==> src/rtl/fetch_pkg.sv <==
// Shared types for the fetch unit: opcode and FSM state encodings plus the
// bit positions of each instruction field in the 9-bit instruction word.
package fetch_pkg;

  typedef enum logic [2:0] {
    OP_ALU  = 3'b000,
    OP_ACC  = 3'b001,
    OP_LD   = 3'b010,
    OP_ST   = 3'b011,
    OP_BR   = 3'b100,
    OP_JMP  = 3'b101,
    OP_NOP  = 3'b110,
    OP_HALT = 3'b111
  } opcode_t;

  typedef enum logic [1:0] {
    IDLE  = 2'd0,
    FETCH = 2'd1,
    EXEC  = 2'd2,
    HALT  = 2'd3
  } state_t;

  localparam int unsigned OP_MSB  = 8;
  localparam int unsigned OP_LSB  = 6;
  localparam int unsigned RS_MSB  = 5;
  localparam int unsigned RS_LSB  = 3;
  localparam int unsigned RT_MSB  = 2;
  localparam int unsigned RT_LSB  = 0;
  localparam int unsigned OFF_MSB = 5;
  localparam int unsigned OFF_W   = 6;

endpackage

==> src/rtl/fetch_unit_inst_decoder.sv <==
// Combinational instruction decode: splits IR into register indices and
// opcode, and raises the control strobes only while the FSM is in EXEC.
module inst_decoder
  import fetch_pkg::*;
#(
  parameter int IW = 9,
  parameter int D  = 3
) (
  input  logic [IW-1:0] ir,
  input  logic          exec,
  output logic [D-1:0]  read_reg1,
  output logic [D-1:0]  read_reg2,
  output logic [2:0]    opcode,
  output logic          acc_read,
  output logic [1:0]    reg_write,
  output logic          mem_read,
  output logic          mem_write,
  output logic          is_br,
  output logic          is_jmp,
  output logic          is_halt
);

  opcode_t op;

  assign op = opcode_t'(ir[OP_MSB:OP_LSB]);

  // Field extraction is unconditional so indices hold with IR outside EXEC
  always_comb begin
    read_reg1 = ir[RS_MSB:RS_LSB];
    read_reg2 = ir[RT_MSB:RT_LSB];
    opcode    = op;
    acc_read  = 1'b0;
    reg_write = 2'b00;
    mem_read  = 1'b0;
    mem_write = 1'b0;
    is_br     = 1'b0;
    is_jmp    = 1'b0;
    is_halt   = 1'b0;
    if (exec) begin
      case (op)
        OP_ALU:  reg_write = 2'b01;
        OP_ACC:  begin acc_read = 1'b1; reg_write = 2'b10; end
        OP_LD:   begin mem_read = 1'b1; reg_write = 2'b01; end
        OP_ST:   mem_write = 1'b1;
        OP_BR:   is_br = 1'b1;
        OP_JMP:  is_jmp = 1'b1;
        OP_HALT: is_halt = 1'b1;
        default: ;
      endcase
    end
  end

endmodule

==> src/rtl/fetch_unit.sv <==
// Fetch unit: IDLE/FETCH/EXEC/HALT sequencer, program counter, instruction
// register and retired-instruction counter. Each instruction takes one FETCH
// and one EXEC cycle. Optional macro FETCH_UNIT_STALL_EN adds a Stall input
// that freezes all state and suppresses write strobes.
module fetch_unit
  import fetch_pkg::*;
#(
  parameter int PW = 10,
  parameter int IW = 9,
  parameter int D  = 3
) (
  input  logic          CLK,
  input  logic          Reset_n,
  input  logic          Start,
  input  logic          Taken,
`ifdef FETCH_UNIT_STALL_EN
  input  logic          Stall,
`endif
  output logic [PW-1:0] InstAddr,
  input  logic [IW-1:0] InstIn,
  output logic [D-1:0]  ReadReg1,
  output logic [D-1:0]  ReadReg2,
  output logic          AccRead,
  output logic [1:0]    RegWrite,
  output logic          MemRead,
  output logic          MemWrite,
  output logic [2:0]    Opcode,
  output logic          Done,
  output logic [15:0]   InstCount
);

  state_t        state, state_n;
  logic [PW-1:0] pc, pc_n;
  logic [IW-1:0] ir, ir_n;
  logic [15:0]   cnt, cnt_n;
  logic          stall;
  logic [PW-1:0] off_sext;
  logic          take;

  logic [1:0]    dec_reg_write;
  logic          dec_mem_read;
  logic          dec_mem_write;
  logic          is_br, is_jmp, is_halt;

`ifdef FETCH_UNIT_STALL_EN
  assign stall = Stall;
`else
  assign stall = 1'b0;
`endif

  inst_decoder #(
    .IW (IW),
    .D  (D)
  ) u_dec (
    .ir        (ir),
    .exec      (state == EXEC),
    .read_reg1 (ReadReg1),
    .read_reg2 (ReadReg2),
    .opcode    (Opcode),
    .acc_read  (AccRead),
    .reg_write (dec_reg_write),
    .mem_read  (dec_mem_read),
    .mem_write (dec_mem_write),
    .is_br     (is_br),
    .is_jmp    (is_jmp),
    .is_halt   (is_halt)
  );

  assign off_sext = {{(PW-OFF_W){ir[OFF_MSB]}}, ir[OFF_MSB:0]};
  assign take     = is_jmp | (is_br & Taken);

  // State, PC, IR and counter registers with synchronous active-low reset
  always_ff @(posedge CLK) begin
    if (!Reset_n) begin
      state <= IDLE;
      pc    <= '0;
      ir    <= '0;
      cnt   <= '0;
    end else begin
      state <= state_n;
      pc    <= pc_n;
      ir    <= ir_n;
      cnt   <= cnt_n;
    end
  end

  // Next-state, next-PC, IR capture and saturating retire count
  always_comb begin
    state_n = state;
    pc_n    = pc;
    ir_n    = ir;
    cnt_n   = cnt;
    case (state)
      IDLE:  if (Start) state_n = FETCH;
      FETCH: begin
        state_n = EXEC;
        ir_n    = InstIn;
      end
      EXEC: begin
        state_n = is_halt ? HALT : FETCH;
        pc_n    = take ? pc + off_sext : pc + PW'(1);
        if (cnt != '1) cnt_n = cnt + 16'd1;
      end
      HALT: if (Start) begin
        state_n = FETCH;
        pc_n    = '0;
      end
      default: state_n = IDLE;
    endcase
    // Stall overrides every update; reset still wins in the register block
    if (stall) begin
      state_n = state;
      pc_n    = pc;
      ir_n    = ir;
      cnt_n   = cnt;
    end
  end

  // Output drive: write strobes masked while stalled
  always_comb begin
    InstAddr  = pc;
    Done      = (state == HALT);
    InstCount = cnt;
    RegWrite  = stall ? 2'b00 : dec_reg_write;
    MemRead   = stall ? 1'b0  : dec_mem_read;
    MemWrite  = stall ? 1'b0  : dec_mem_write;
  end

endmodule

==> config.mk <==
export PLATFORM = sky130hd
export DESIGN_NAME = fetch_unit
export DESIGN_NICKNAME = d
export VERILOG_FILES = /design/src/rtl/fetch_pkg.sv /design/src/rtl/fetch_unit_inst_decoder.sv /design/src/rtl/fetch_unit.sv
export SDC_FILE = /design/constraint.sdc
export NUM_CORES = 1
export LEC_CHECK = 0
export ABC_AREA = 1
export BUFFER_PORTS_ARGS = -buffer_cell sky130_fd_sc_hd__buf_4
export CAP_MARGIN = 20
export CORE_ASPECT_RATIO = 1.2
export CORE_MARGIN = 2
export CORE_UTILIZATION = 43
export DETAILED_ROUTE_END_ITERATION = 16
export HOLD_SLACK_MARGIN = 0.08
export PLACE_DENSITY = 0.74
export SLEW_MARGIN = 10
export SYNTH_ARGS = -nofsm -noshare
export SYNTH_HDL_FRONTEND = slang
export SYNTH_SLANG_ARGS = --single-unit
==> constraint.sdc <==
create_clock -name CLK -period 2.8 [get_ports CLK]
set_input_delay 0.28 -clock CLK [delete_from_list [all_inputs] [get_ports CLK]]
set_output_delay 0.28 -clock CLK [all_outputs]
set_load 0.02 [all_outputs]
; Yosys cells after proc, flatten, opt, wreduce, memory -nomap -nowiden
; Cells that the tools add are included.
[op_classes]
n_reduce_logical = 7
n_addsub = 3
mux = 20
n_bitwise = 2
n_eq_ne = 12
[ops]
columns = operator, n
row1 = $mux W10, 2
row2 = $pmux W10 S2, 1
row3 = $add A16 B1 Y16 const B, 1
row4 = $ne A16 B16 Y1 const B, 1
row5 = $mux W1, 12
row6 = $add A10 B1 Y10 const B, 1
row7 = $add A10 B10 Y10, 1
row8 = $eq A3 B3 Y1 const B, 3
row9 = $eq A3 B2 Y1 const B, 2
row10 = $mux W2, 3
row11 = $pmux W2 S3, 1
row12 = $eq A2 B2 Y1 const B, 2
row13 = $pmux W2 S2, 1
row14 = $reduce_and A2 Y1, 2
row15 = $reduce_or A2 Y1, 2
row16 = $eq A3 B1 Y1 const B, 1
row17 = $logic_not A3 Y1, 1
row18 = $eq A2 B1 Y1 const B, 1
row19 = $logic_not A2 Y1, 1
row20 = $ne A2 B1 Y1 const B, 1
row21 = $ne A2 B2 Y1 const B, 1
row22 = $reduce_bool A2 Y1, 1
row23 = $and A1 B1 Y1, 1
row24 = $or A1 B1 Y1, 1
[totals]
inputBits = 13
elab_cells = 48
regBits = 37

; Longest topological paths before layout
[depth]
ltp_word = 7
ltp_mapped = 20

; Hierarchy
; A second synthesis with hierarchy kept.
[hier_totals]
cells_unflattened = 333
area_unflattened_um2 = 2235.9
[by_module_without_submodules]
columns = mod, instances, seq_area_each_um2, cells_per_inst, area_each_um2
row1 = fetch_unit, 1, 740.7, 308, 2100.8
row2 = inst_decoder, 1, 0.0, 25, 135.1

; Worst setup path after synthesis
; No wires, ideal clock.
[synth_path]
path_type = flip-flop to flip-flop
start = register state[0]
end = register pc[8], in the netlist InstAddr[8]
t_arrival_ns = 2.264
stages_incl_launch_ff = 20
period_less_slack_ns = 2.386
required_time_ns = 2.679
slack_ns = 0.414
cell_sequence = dfxtp_1 -> inv_1 -> ha_1 -> nand2_1 -> inv_1 -> nand2_1 -> or2_2 -> ha_1 -> inv_1 -> fa_1 -> inv_1 -> nand3_1 -> nand2_1 -> nand2_1 -> nor2_2 -> nand2_1 -> nand3_1 -> nand2_1 -> nand3_1 -> a21oi_1
[synth_between]
elab_chain_cells = 6
word_cells_on_any_way = 11
classes_between = 3 x eq/ne / 4 x mux / 2 x bitwise / 2 x reduce/logical
[synth_lines]
columns = element, line
row1 = from (decl), fetch_unit.sv:32  ; state_t state, state_n;
row2 = from (signal assigned), fetch_unit.sv:80  ; state <= state_n;
row3 = $eq A2 B2 Y1, "fetch_unit.sv:56, fetch_unit.sv:93"
row4 = $mux W1, fetch_unit_inst_decoder.sv:39  ; if (exec) begin
row5 = $and A1 B1 Y1, fetch_unit.sv:70  ; assign take = is_jmp | (is_br & Taken);
row6 = $or A1 B1 Y1, fetch_unit.sv:70
row7 = $mux W10, fetch_unit.sv:101  ; pc_n = take ? pc + off_sext : pc + PW'(1);
row8 = $pmux W10 S2, fetch_unit.sv:93  ; case (state)
row9 = to (signal assigned), fetch_unit.sv:81  ; pc <= pc_n;
row10 = to (decl), fetch_unit.sv:33  ; logic [PW-1:0] pc, pc_n;
; Parallel ways exist; a longest one is shown, timed or not.
; A chain may end at the register's enable or synchronous reset.

; Final worst setup path
; Same ends and word-level chain as after synthesis.

==> results_dict.tcl <==
set metrics [dict create \
    finish.net_count 390 \
    area_growth_syn_to_layout_pct 25.9 \
    ir_drop_mv 0.274 \
    intPower_w 0.000953 \
    std_cell_rows 28 \
    clk_path_buf_depth 2 \
    grt_pass1_wl_mm 8.89 \
    syn_avg_cell_area_um2 6.89 \
    p_per_area_nw_per_um2 575 \
    die_width_um 68.2 \
    swShare_pct 38.2 \
    drive_above_1_share_pct 22.7 \
    setup_viol 0 \
    end_kind "flip-flop" \
    synth_fp_nets 334 \
    p_seq_share_pct 43.1 \
    path_cells "inv_1, ha_2, nand2_1, inv_2, nand2_2, or2_2, ha_1, inv_1, fa_1, inv_1, nand3_1, nand2_2, nand2_1, nor2_2, nand2_1, nand3_1, nand2_1, nand3_1, a21oi_1" \
    status "finished clean" \
    syn_area_um2 2130 \
    period_share_pct 90.2 \
    cp.required_ps 2950 \
    hp-start "InstIn[7]" \
    start_util_pct 43.7 \
    worst-path-stages 19 \
    final.setup_skew_ps 5.17 \
    drv_cap 0 \
    cts_tree "yes" \
    crit_family "simple AND/OR/NAND/NOR gates" \
    maxSlewViolCount 0 \
    synth_warnings 0 \
    hp-class "input port to flip-flop" \
    rsz0062_at_grt "false" \
    overflow 0 \
    synth_edf_count 0 \
    reg2reg_to "InstAddr[8]" \
    track_usage_pct 20.9 \
    antenna_found_initial 0 \
    worstPathMaxFanout 5 \
    worst_pin_slew_ps 656 \
    cts_resized 0 \
    hold_depth 3 \
    fmax_ghz 0.396 \
    diodes 0 \
    clkLatencyLatePin_ps 290 \
    cts-buffers-inserted 5 \
    timing.hold.ws_ps 222 \
    worst_slack_ps 274 \
    ys_ff_latch 37 \
    crit_path_max_incr_delay_ps 370 \
    cpMostUsedCell "nand2_1" \
    cts_root_buf "clkbuf_8" \
    fin_tns_setup_ps 0 \
    avgViaCountPerCell 5.24 \
    wl_mm 5.36 \
    gp_congestion 0.880 \
    critical_path_arrival_ps 2680 \
    drtIter0Drc 135 \
    drc 0 \
    grt-busiest-layer "met2" \
    io_buffer_count 53 \
    met2_usage_pct 39.0 \
    path_class "flip-flop to flip-flop" \
    use_met1_pct 22.8 \
    hpwlAfterDp_mm 4.15 \
    numClockSinks 37 \
    combPwrFrac_pct 33.4 \
    p_total_w 0.00154 \
    rrSetupSlack_ps 270 \
    synth_cells 309 \
    final_hold_viol_count 0 \
    yosysSeqAreaShare_pct 34.8 \
    die_area_um2 5530 \
    clkPwrFrac_pct 23.5 \
    cts_setup_buffers 0 \
    ys_types 31 \
    vias 2232 \
    crit_slowest_cell "fa_1" \
    grt_max_degree 23 \
    grtUsageMet3_pct 4.29 \
    pin_count 54 \
    holdBufCountCts 0 \
    r2r-start "state[0]" \
    ff2ff_path_depth 19 \
    power_leakage_nw 1.17 \
    ant_nets 0 \
    critPathLaunchType "flip-flop" \
    first_global_vias 2067 \
    slew-limit-headroom_pct 56.2 \
    coreArea_um2 4870 \
    die_y_um 81.1 \
    period_minus_slack_ps 2530 \
    wl_per_cell_um 12.6 \
    clk_pin_slew_ps 80 \
    cts.htree.levels 2 \
    async_reset_ff_share_pct 0 \
    switching_power_w 0.000588 \
    first_pass_iters 4 \
    synth_ff_type "dfxtp_1" \
    hold_end "ir[7]" \
    path_buf_inv 4 \
    dp_slack_ps 108 \
]
-- state kept, by name, summed over array words and instances, names as in the netlist --
| register | cells |
|---|---|
| InstAddr | 10 |
| ir | 9 |
| InstCount | 16 |
| state | 2 |
-- cells by family (layout without fill, tap and decap cells) --
family          after synthesis  count (layout)  synth area share [%]
compound gates               67              67                  16.5
xor+xnor                      3               3                  1.23
buf+inv                      52             109                  9.22
fa+ha+maj                    12              12                  7.40
flops                        37              37                  34.8
simple gates                138             138                  30.9
-- final cells by class --
cell class	instances	area, µm²
clock buffer	6	72.6
clock inverter	2	10.0
fill	493	2190
inverter	47	176
multi-input combinational	220	1200
sequential	37	742
tap	60	75.1
timing repair buffer	54	405
-- power by group through the flow --
stage / registers [W] / logic [W] / clock network, W
after floorplan: 0.000724 / 0.000263 / 0
after global placement: 0.000672 / 0.000503 / 0
after detailed placement: 0.000674 / 0.000513 / 0
after CTS: 0.000662 / 0.000515 / 0.000371
after global routing: 0.000674 / 0.000580 / 0.000394
final: 0.000664 / 0.000515 / 0.000361
-- how the worst max path moves through the flow --
stage,from,end
final,state[0],InstAddr[8]
after global placement,state[0],InstAddr[8]
after global routing,state[0],InstAddr[8]
after detailed placement,state[0],InstAddr[8]
after floorplan,state[0],InstAddr[8]
after CTS,state[0],InstAddr[8]
-- stage by stage --
step	util (%)	instance area, µm²	instances
6_report	55.1	2680	426
5_1_grt	55.1	2680	426
4_1_cts	54.9	2670	426
3_5_place_dp	53.2	2590	418
3_3_place_gp	53.2	2590	418
2_1_floorplan	-	2130	309
-- worst register-to-register path: cells and delay by family (launching register included) --
family / cells / cell delay (ps)
buffers and inverters: 4 / 300
flip-flops: 1 / 350
adder cells (fa/ha/maj): 3 / 720
AND/OR/NAND/NOR: 11 / 950
AO/OA/AOI/OAI: 1 / 60
-- routing by layer --
metal	part of all wire (%)	wire, µm	vias to the layer above
li1	-	-	1119
met1	41	2190	1060
met2	54	2880	49
met3	4.8	256	4
met4	0.75	40	0
met5	0	0	-
-- synth_stat cells (2+ instances only) --
master,number,area share (%)
nand2_1,60,11
inv_1,46,8.1
dfxtp_1,37,35
a21oi_1,34,8.0
nor2_1,28,4.9
o21ai_0,27,6.3
nand3_1,13,3.1
ha_1,11,6.5
nand4_1,6,1.8
nor3_1,6,1.4
nand2_2,5,1.5
nor3b_1,5,1.8
clkbuf_1,4,0.70
nor4_1,4,1.2
nand3_2,3,1.4
nor2_2,2,0.59
nor2_4,2,1.1
or2_2,2,0.59
xnor2_1,2,0.82
-- cells in the final DEF, fill, tap and decap left out, drive strengths merged, types with 2 or more instances in the layout --
cell type and n:
nand2 65, buf 54, inv 46, dfxtp 37, a21oi 35, nor2 32
o21ai 28, nand3 17, ha 11, nand4 6, nor3 6, clkbuf 6
nor3b 5, nor4 4, clkinv 3, or2 2, xnor2 2, o21bai 2
No activity file was read; power rests on OpenSTA's default activity.
